--- config.mk ---
export PLATFORM = sky130hd
export DESIGN_NAME = dm_arb
export DESIGN_NICKNAME = d
export VERILOG_FILES = /design/src/rtl/dm_arb.sv
export SDC_FILE = /design/constraint.sdc
export NUM_CORES = 1
export LEC_CHECK = 0
export ABC_CLOCK_PERIOD_IN_PS = 1700
export BUFFER_PORTS_ARGS = -buffer_cell sky130_fd_sc_hd__buf_2
export CAP_MARGIN = 25
export CORE_AREA = 2 2 93 95
export DETAILED_ROUTE_END_ITERATION = 10
export DIE_AREA = 0 0 95 97
export GPL_ROUTABILITY_DRIVEN = 0
export PLACE_DENSITY_LB_ADDON = 0.12
export SETUP_SLACK_MARGIN = 0.3
export SLEW_MARGIN = 20
export SYNTH_ARGS = -nofsm -noshare
export SYNTH_HDL_FRONTEND = slang
export SYNTH_SLANG_ARGS = --single-unit
--- constraint.sdc ---
create_clock -name clk -period 1.7 [get_ports clk]
set_input_delay 0.34 -clock clk [delete_from_list [all_inputs] [get_ports clk]]
set_output_delay 0.34 -clock clk [all_outputs]
set_load 0.02 [all_outputs]
--- src/rtl/dm_arb.sv ---
// Data-memory arbiter between the CPU and a debug/loader port; the CPU wins ties.
// Optional DM_ARB_BURST_LIMIT_EN caps consecutive debug grants at BURST_MAX while the CPU waits.
module dm_arb #(
    parameter int BURST_MAX = 4
) (
    input  logic        clk,
    input  logic        reset,
    input  logic        cpu_req,
    input  logic        cpu_we,
    input  logic [8:0]  cpu_addr,
    input  logic [31:0] cpu_wdata,
    input  logic [2:0]  cpu_dmtype,
    output logic        cpu_gnt,
    output logic        cpu_stall,
    output logic [31:0] cpu_rdata,
    input  logic        dbg_req,
    input  logic        dbg_we,
    input  logic [8:0]  dbg_addr,
    input  logic [31:0] dbg_wdata,
    input  logic [2:0]  dbg_dmtype,
    output logic        dbg_gnt,
    output logic [31:0] dbg_rdata,
    output logic        dm_we,
    output logic [8:0]  dm_addr,
    output logic [31:0] dm_din,
    output logic [2:0]  dm_dmtype,
    input  logic [31:0] dm_dout,
    output logic [1:0]  arb_state
);

    typedef enum logic [1:0] {
        IDLE = 2'd0,
        CPU  = 2'd1,
        DBG  = 2'd2
    } state_t;

    state_t state_r;
    state_t next_state_s;
    logic   cpu_gnt_r;
    logic   dbg_gnt_r;
    logic   limit_hit_s;

    if ((BURST_MAX < 1) || (BURST_MAX > 15)) begin : g_burst_max_out_of_range
    end

`ifdef DM_ARB_BURST_LIMIT_EN
    localparam logic [3:0] BURST_LAST = 4'(BURST_MAX - 1);
    localparam logic [3:0] BURST_SAT  = 4'(BURST_MAX);

    logic [3:0] burst_cnt_r;

    // Count consecutive debug-owned cycles; stops at BURST_MAX so a long idle-CPU burst cannot wrap.
    always_ff @(posedge clk) begin
        if (reset) begin
            burst_cnt_r <= 4'd0;
        end else if (state_r != DBG) begin
            burst_cnt_r <= 4'd0;
        end else if (burst_cnt_r < BURST_SAT) begin
            burst_cnt_r <= burst_cnt_r + 4'd1;
        end else begin
            burst_cnt_r <= burst_cnt_r;
        end
    end

    // The current cycle is the BURST_MAX-th debug cycle (or later).
    assign limit_hit_s = (state_r == DBG) && (burst_cnt_r >= BURST_LAST);
`else
    assign limit_hit_s = 1'b0;
`endif

    function automatic state_t next_state_f(state_t cur, logic c_req, logic d_req, logic lim);
        state_t nxt;
        nxt = IDLE;
        case (cur)
            IDLE: begin
                if (c_req)      nxt = CPU;
                else if (d_req) nxt = DBG;
                else            nxt = IDLE;
            end
            CPU: begin
                if (c_req)      nxt = CPU;
                else if (d_req) nxt = DBG;
                else            nxt = IDLE;
            end
            DBG: begin
                if (lim && c_req) nxt = CPU;
                else if (d_req)   nxt = DBG;
                else if (c_req)   nxt = CPU;
                else              nxt = IDLE;
            end
            default: nxt = IDLE;
        endcase
        return nxt;
    endfunction

    assign next_state_s = next_state_f(state_r, cpu_req, dbg_req, limit_hit_s);

    // Ownership FSM; grants are registered copies of the state decode.
    always_ff @(posedge clk) begin
        if (reset) begin
            state_r   <= IDLE;
            cpu_gnt_r <= 1'b0;
            dbg_gnt_r <= 1'b0;
        end else begin
            state_r   <= next_state_s;
            cpu_gnt_r <= (next_state_s == CPU);
            dbg_gnt_r <= (next_state_s == DBG);
        end
    end

    // Steer the owner's access to memory; the write strobe needs a live request and no reset.
    always_comb begin
        dm_we     = 1'b0;
        dm_addr   = 9'd0;
        dm_din    = 32'd0;
        dm_dmtype = 3'd0;
        case (state_r)
            CPU: begin
                dm_we     = cpu_req & cpu_we & ~reset;
                dm_addr   = cpu_addr;
                dm_din    = cpu_wdata;
                dm_dmtype = cpu_dmtype;
            end
            DBG: begin
                dm_we     = dbg_req & dbg_we & ~reset;
                dm_addr   = dbg_addr;
                dm_din    = dbg_wdata;
                dm_dmtype = dbg_dmtype;
            end
            default: begin
                dm_we     = 1'b0;
                dm_addr   = 9'd0;
                dm_din    = 32'd0;
                dm_dmtype = 3'd0;
            end
        endcase
    end

    assign arb_state = state_r;
    assign cpu_gnt   = cpu_gnt_r;
    assign dbg_gnt   = dbg_gnt_r;
    assign cpu_stall = cpu_req & ~cpu_gnt_r & ~reset;
    assign cpu_rdata = cpu_gnt_r ? dm_dout : 32'd0;
    assign dbg_rdata = dbg_gnt_r ? dm_dout : 32'd0;

endmodule

== Word-level counts from Yosys, hierarchy flattened ==
Index checks and enable logic that the tools add are counted.

* Bits in registers: 4
* Input port bits: 126
* Word-level logic and storage cells: 28
* Output and inout port bits: 114

* Reduce and logical (&&, ||, !) cells: 2
* Multiplexer cells: 11
* Eq/ne operators: 4
* Bitwise gates (word level): 8

{| class="wikitable"
|+ Operator list
! cell !! count
|-
| 32-bit 2-to-1 mux || 2
|-
| 32-bit one-hot mux with 2 select lines || 1
|-
| 9-bit one-hot mux with 2 select lines || 1
|-
| 1-bit AND || 6
|-
| 2-bit 2-to-1 mux || 3
|-
| 3-bit one-hot mux with 2 select lines || 1
|-
| 2-bit by 1-bit == test with 1-bit output (second input constant) || 2
|-
| 2-bit == test (second input constant) || 2
|-
| 2-bit one-hot mux with 2 select lines || 1
|-
| 2-bit logical NOT || 1
|-
| 1-bit inverter || 2
|-
| 1-bit one-hot mux with 2 select lines || 1
|-
| 2-bit OR reduction || 1
|-
| 1-bit 2-to-1 mux || 1
|}

== Logic depth before layout (Yosys ltp) ==
* Word-level depth: 4
* Mapped depth: 6
* Depth with buffers taken out: 4

== Worst setup path before layout ==
OpenSTA, ideal clock, no wires.

* Path type: reg2out
* Start: register state_r[0] (netlist: arb_state[0])
* End: output dm_we
* Cell stages (with the launch flop): 7
* Buffers on the path: 2
* Path slack: -0.207 ns
* Data arrival time: 1.567 ns
* Required time: 1.360 ns
* Cells stage by stage: dfxtp_1 inv_1 ha_1 buf_6 buf_2 nand3b_1 a21oi_1

* Longest elaborated chain between the ends: 2
* Elaborated cells between the ends (all ways): 3
* Classes of those cells: 2 x eq/ne; 1 x mux

{| class="wikitable"
|+ Ends and longest elaborated chain
! what !! RTL line !! RTL
|-
| from (decl) || 37 || <nowiki>state_t state_r;</nowiki>
|-
| from (signal assigned) || 105 || <nowiki>state_r <= next_state_s;</nowiki>
|-
| 2-bit == test or 2-bit by 1-bit == test with 1-bit output (tied branches) || 117 || <nowiki>case (state_r)</nowiki>
|-
| 1-bit one-hot mux with 2 select lines (*) || 117 ||
|-
| to (decl) || 23 || <nowiki>output logic dm_we,</nowiki>
|}

Every way passes the cells marked *; elsewhere a longest branch is shown, timed or not.

== Final worst setup path ==
* Start: register state_r[0] (netlist: arb_state[0])
* End: output dm_addr[5]

* Longest elaborated chain between the ends: 2
* Elaborated cells between the ends (all ways): 3
* Classes of those cells: 2 x eq/ne; 1 x mux

{| class="wikitable"
|+ Ends and longest elaborated chain
! what !! RTL line !! RTL
|-
| 2-bit == test or 2-bit by 1-bit == test with 1-bit output (tied branches) || 117 ||
|-
| 9-bit one-hot mux with 2 select lines (*) || 117 ||
|-
| to (decl) || 24 || <nowiki>output logic [8:0] dm_addr,</nowiki>
|}

Marks and branches as above.

==> results.md <==
- Gate Count Post-Synth: 199
- Synth Area in XOR/XNOR: 0%
- Post-DR wirelength/cell: 15.2 um
- GR Util All Layers: 15.8%
- Static leakage: 0.00206 uW
- Post-Route Utilization: 53.7%
- FMAX: 0.539 GHz
- Vias in the first global route: 2,394
- H-tree levels: 1
- Number of synthesized register bits: 4
- Finish-stage setup viols: 45
- DR vias/cell: 4.45
- Latest clock arrival within the worst-skew pair: 230 ps
- Clock transition at the registers of the reported paths: 40 ps
- WHS: 397 ps
- RSZ-0062 raised after global routing: true
- DRC viols: 0
- Mux share of post-synthesis cell area: 0%
- Metal3 WL: 627 um
- DR top layer: met4
- Root Buffer: clkbuf_8
- Max transition margin: 84.7%
- Crit path DAT: 1510 ps
- Outcome: finished with violations
- Die footprint: 9220 um2
- Die extent in y: 97 um
- Post-synthesis adder-cell area fraction: 3.59%
- Post-Syn Nets: 329
- Final min period: 1850 ps
- Yosys cell types: 22
- Layout fillers: 752
- Seq/Total Area, Yosys: 5.75%
- Final hold vios: 0
- Die width: 95 um
- First-pass GRT wire length: 11,800 um
- Power Dens Cells: 352 nW/um2
- Core area: 8130 um2
- Layout Nets: 596
- Buffers added on ports: 239
- Initial antenna violation count: 0
- Starting DRT DRC Count: 20
- Cell Area, Placed: 3230 um2
- Routed WL: 8650 um
- Fin area: 4370 um2
- Final ANT Viol Nets: 0
- Pin count of the biggest net entering global routing: 35
- Grt total ovfl: 0
- Fin Clk Skew: 7.78 ps
- Routed met2 length: 4800 um
- Syn avg cell area: 7.00 um2
- Pins Over Slew Limit: 0
- Longest Clk Path Bufs: 2
- Commonest non-fill, non-tap cell in the layout: buf_2
- CP Max Fanout: 8
- Vias: 2,538
- Non-filler cells, final: 570
- Min-Delay Path Class: in -> reg
- Tcrit/Tclk final: 109%
- Synth Area in Simple Gates: 52.9%
- Initial Util: 17.1%
- Num CTS Buffers: 3
- Final Worst Setup Slack: -154 ps
- Pre-antenna DRT Iters: 4
- Yosys warns: 0
- IO Count: 240
- Synth Area in Compound Gates: 28.2%
- Violated checks: negative setup slack
- # diodes: 0
- Slew of the pin with the lowest slew margin: 230 ps
- Synthesized cell area: 1390 um2
- Critical path class: reg -> out
- DRT met1 WL: 3110 um
- Area added between synthesis and finish: 213%
- VDD IR max: 0.187 mV
- Main combinational cell family by area after synthesis: simple AND/OR/NAND/NOR gates
- Multi-input logic area: 1830 um2
- Layout cells sized above 1: 84.7%
- WP data required: 1360 ps
- Startpoint Class: flip-flop
- Sink Count: 4
- Hpwl dp: 5900 um
- PnR Total Power: 1540 uW
- Inst Count DP: 539
- # rows: 33
- Register area: 95.1 um2
- Max_cap viols: 0
- Crit. End Element: output port
- Most frequent cells in the layout: buf_2 (166), buf_6 (70), and2_1 (60)
- CTS tree: yes
worst paths after layout:
check,endpoint,cells after the start,from,slack (ps)
worst max register to register,dbg_gnt,8,arb_state[0],130
worst max-delay path,dm_addr[5],7,arb_state[0],-150
worst min-delay path,cpu_gnt,2,dbg_req,400
worst min register to register,arb_state[0],4,arb_state[0],830
layout make-up:
class | instances | share of cell area (%)
multi-input combinational | 172 | 41.8
tap | 105 | 3.01
timing repair buffer | 283 | 51.7
sequential | 4 | 2.18
inverter | 2 | 0.286
clock buffer | 4 | 1.03
metrics by stage:
step | TNS, ps | setup WS, ps
after floorplan | 0 | 144
after global placement | 0 | 42.6
after detailed placement | -478 | -22.9
after CTS | -5110 | -175
after global routing | -6970 | -184
final | -4640 | -154
logic make-up (layout without fill, tap and decap cells):
logic type                 after synthesis  in the layout
and+or+nand+nor                        118            118
DFF                                      4              4
adders and majority gates                4              4
buffers and inverters                   23            289
AOI/OAI and AO/OA                       50             50
per-layer routing:
layer / GRT usage, % / vias up
li1: - / 1214
met1: 16.7 / 1193
met2: 31.2 / 119
met3: 2.73 / 12
met4: 4.24 / 0
met5: 0 / -
sequential cells by signal (all words and copies together), names as in the netlist:
| name | flops |
|---|---|
| arb_state | 2 |
| dbg_gnt | 1 |
| cpu_gnt | 1 |
cell usage after synthesis:
master | n | share of area [%]
nor2b_1 | 44 | 20
nand3_1 | 1 | 0.36
buf_2 | 5 | 1.8
a2111oi_2 | 1 | 1.1
nor3b_2 | 1 | 0.90
inv_1 | 2 | 0.54
buf_4 | 1 | 0.54
clkbuf_1 | 10 | 2.7
nor2_1 | 3 | 0.81
o211a_1 | 2 | 1.4
buf_6 | 5 | 4.0
dfxtp_1 | 4 | 5.7
and2_1 | 64 | 29
a211oi_2 | 1 | 0.90
or2b_1 | 1 | 0.54
a21oi_1 | 1 | 0.36
a22oi_1 | 44 | 24
nand3b_1 | 1 | 0.54
nand2b_1 | 2 | 0.90
nor3_1 | 1 | 0.36
ha_1 | 4 | 3.6
o21ba_2 | 1 | 0.72
worst max-delay path: stages, from the launching register on:
cell,delay (ps)
dfxtp_4,370
inv_4,50
ha_4,180
buf_12,130
buf_12,130
a22oi_2,230
nor2b_4,60
buf_6,130
repair_timing:
action                                  4_1_cts  5_1_grt
setup buffers                                 7        9
hold buffers                                  0        0
cloned                                        4        7
pin swaps                                     9        5
resized for setup                           140       69
endpoints found under the setup margin       80      113
power by group:
group	switching, uW	internal, uW	leakage (uW)
registers	12.1	98.7	0.0000356
clock network	58.8	161	0.0000228
logic	525	683	0.00200
No activity file was read; power rests on OpenSTA's default activity.
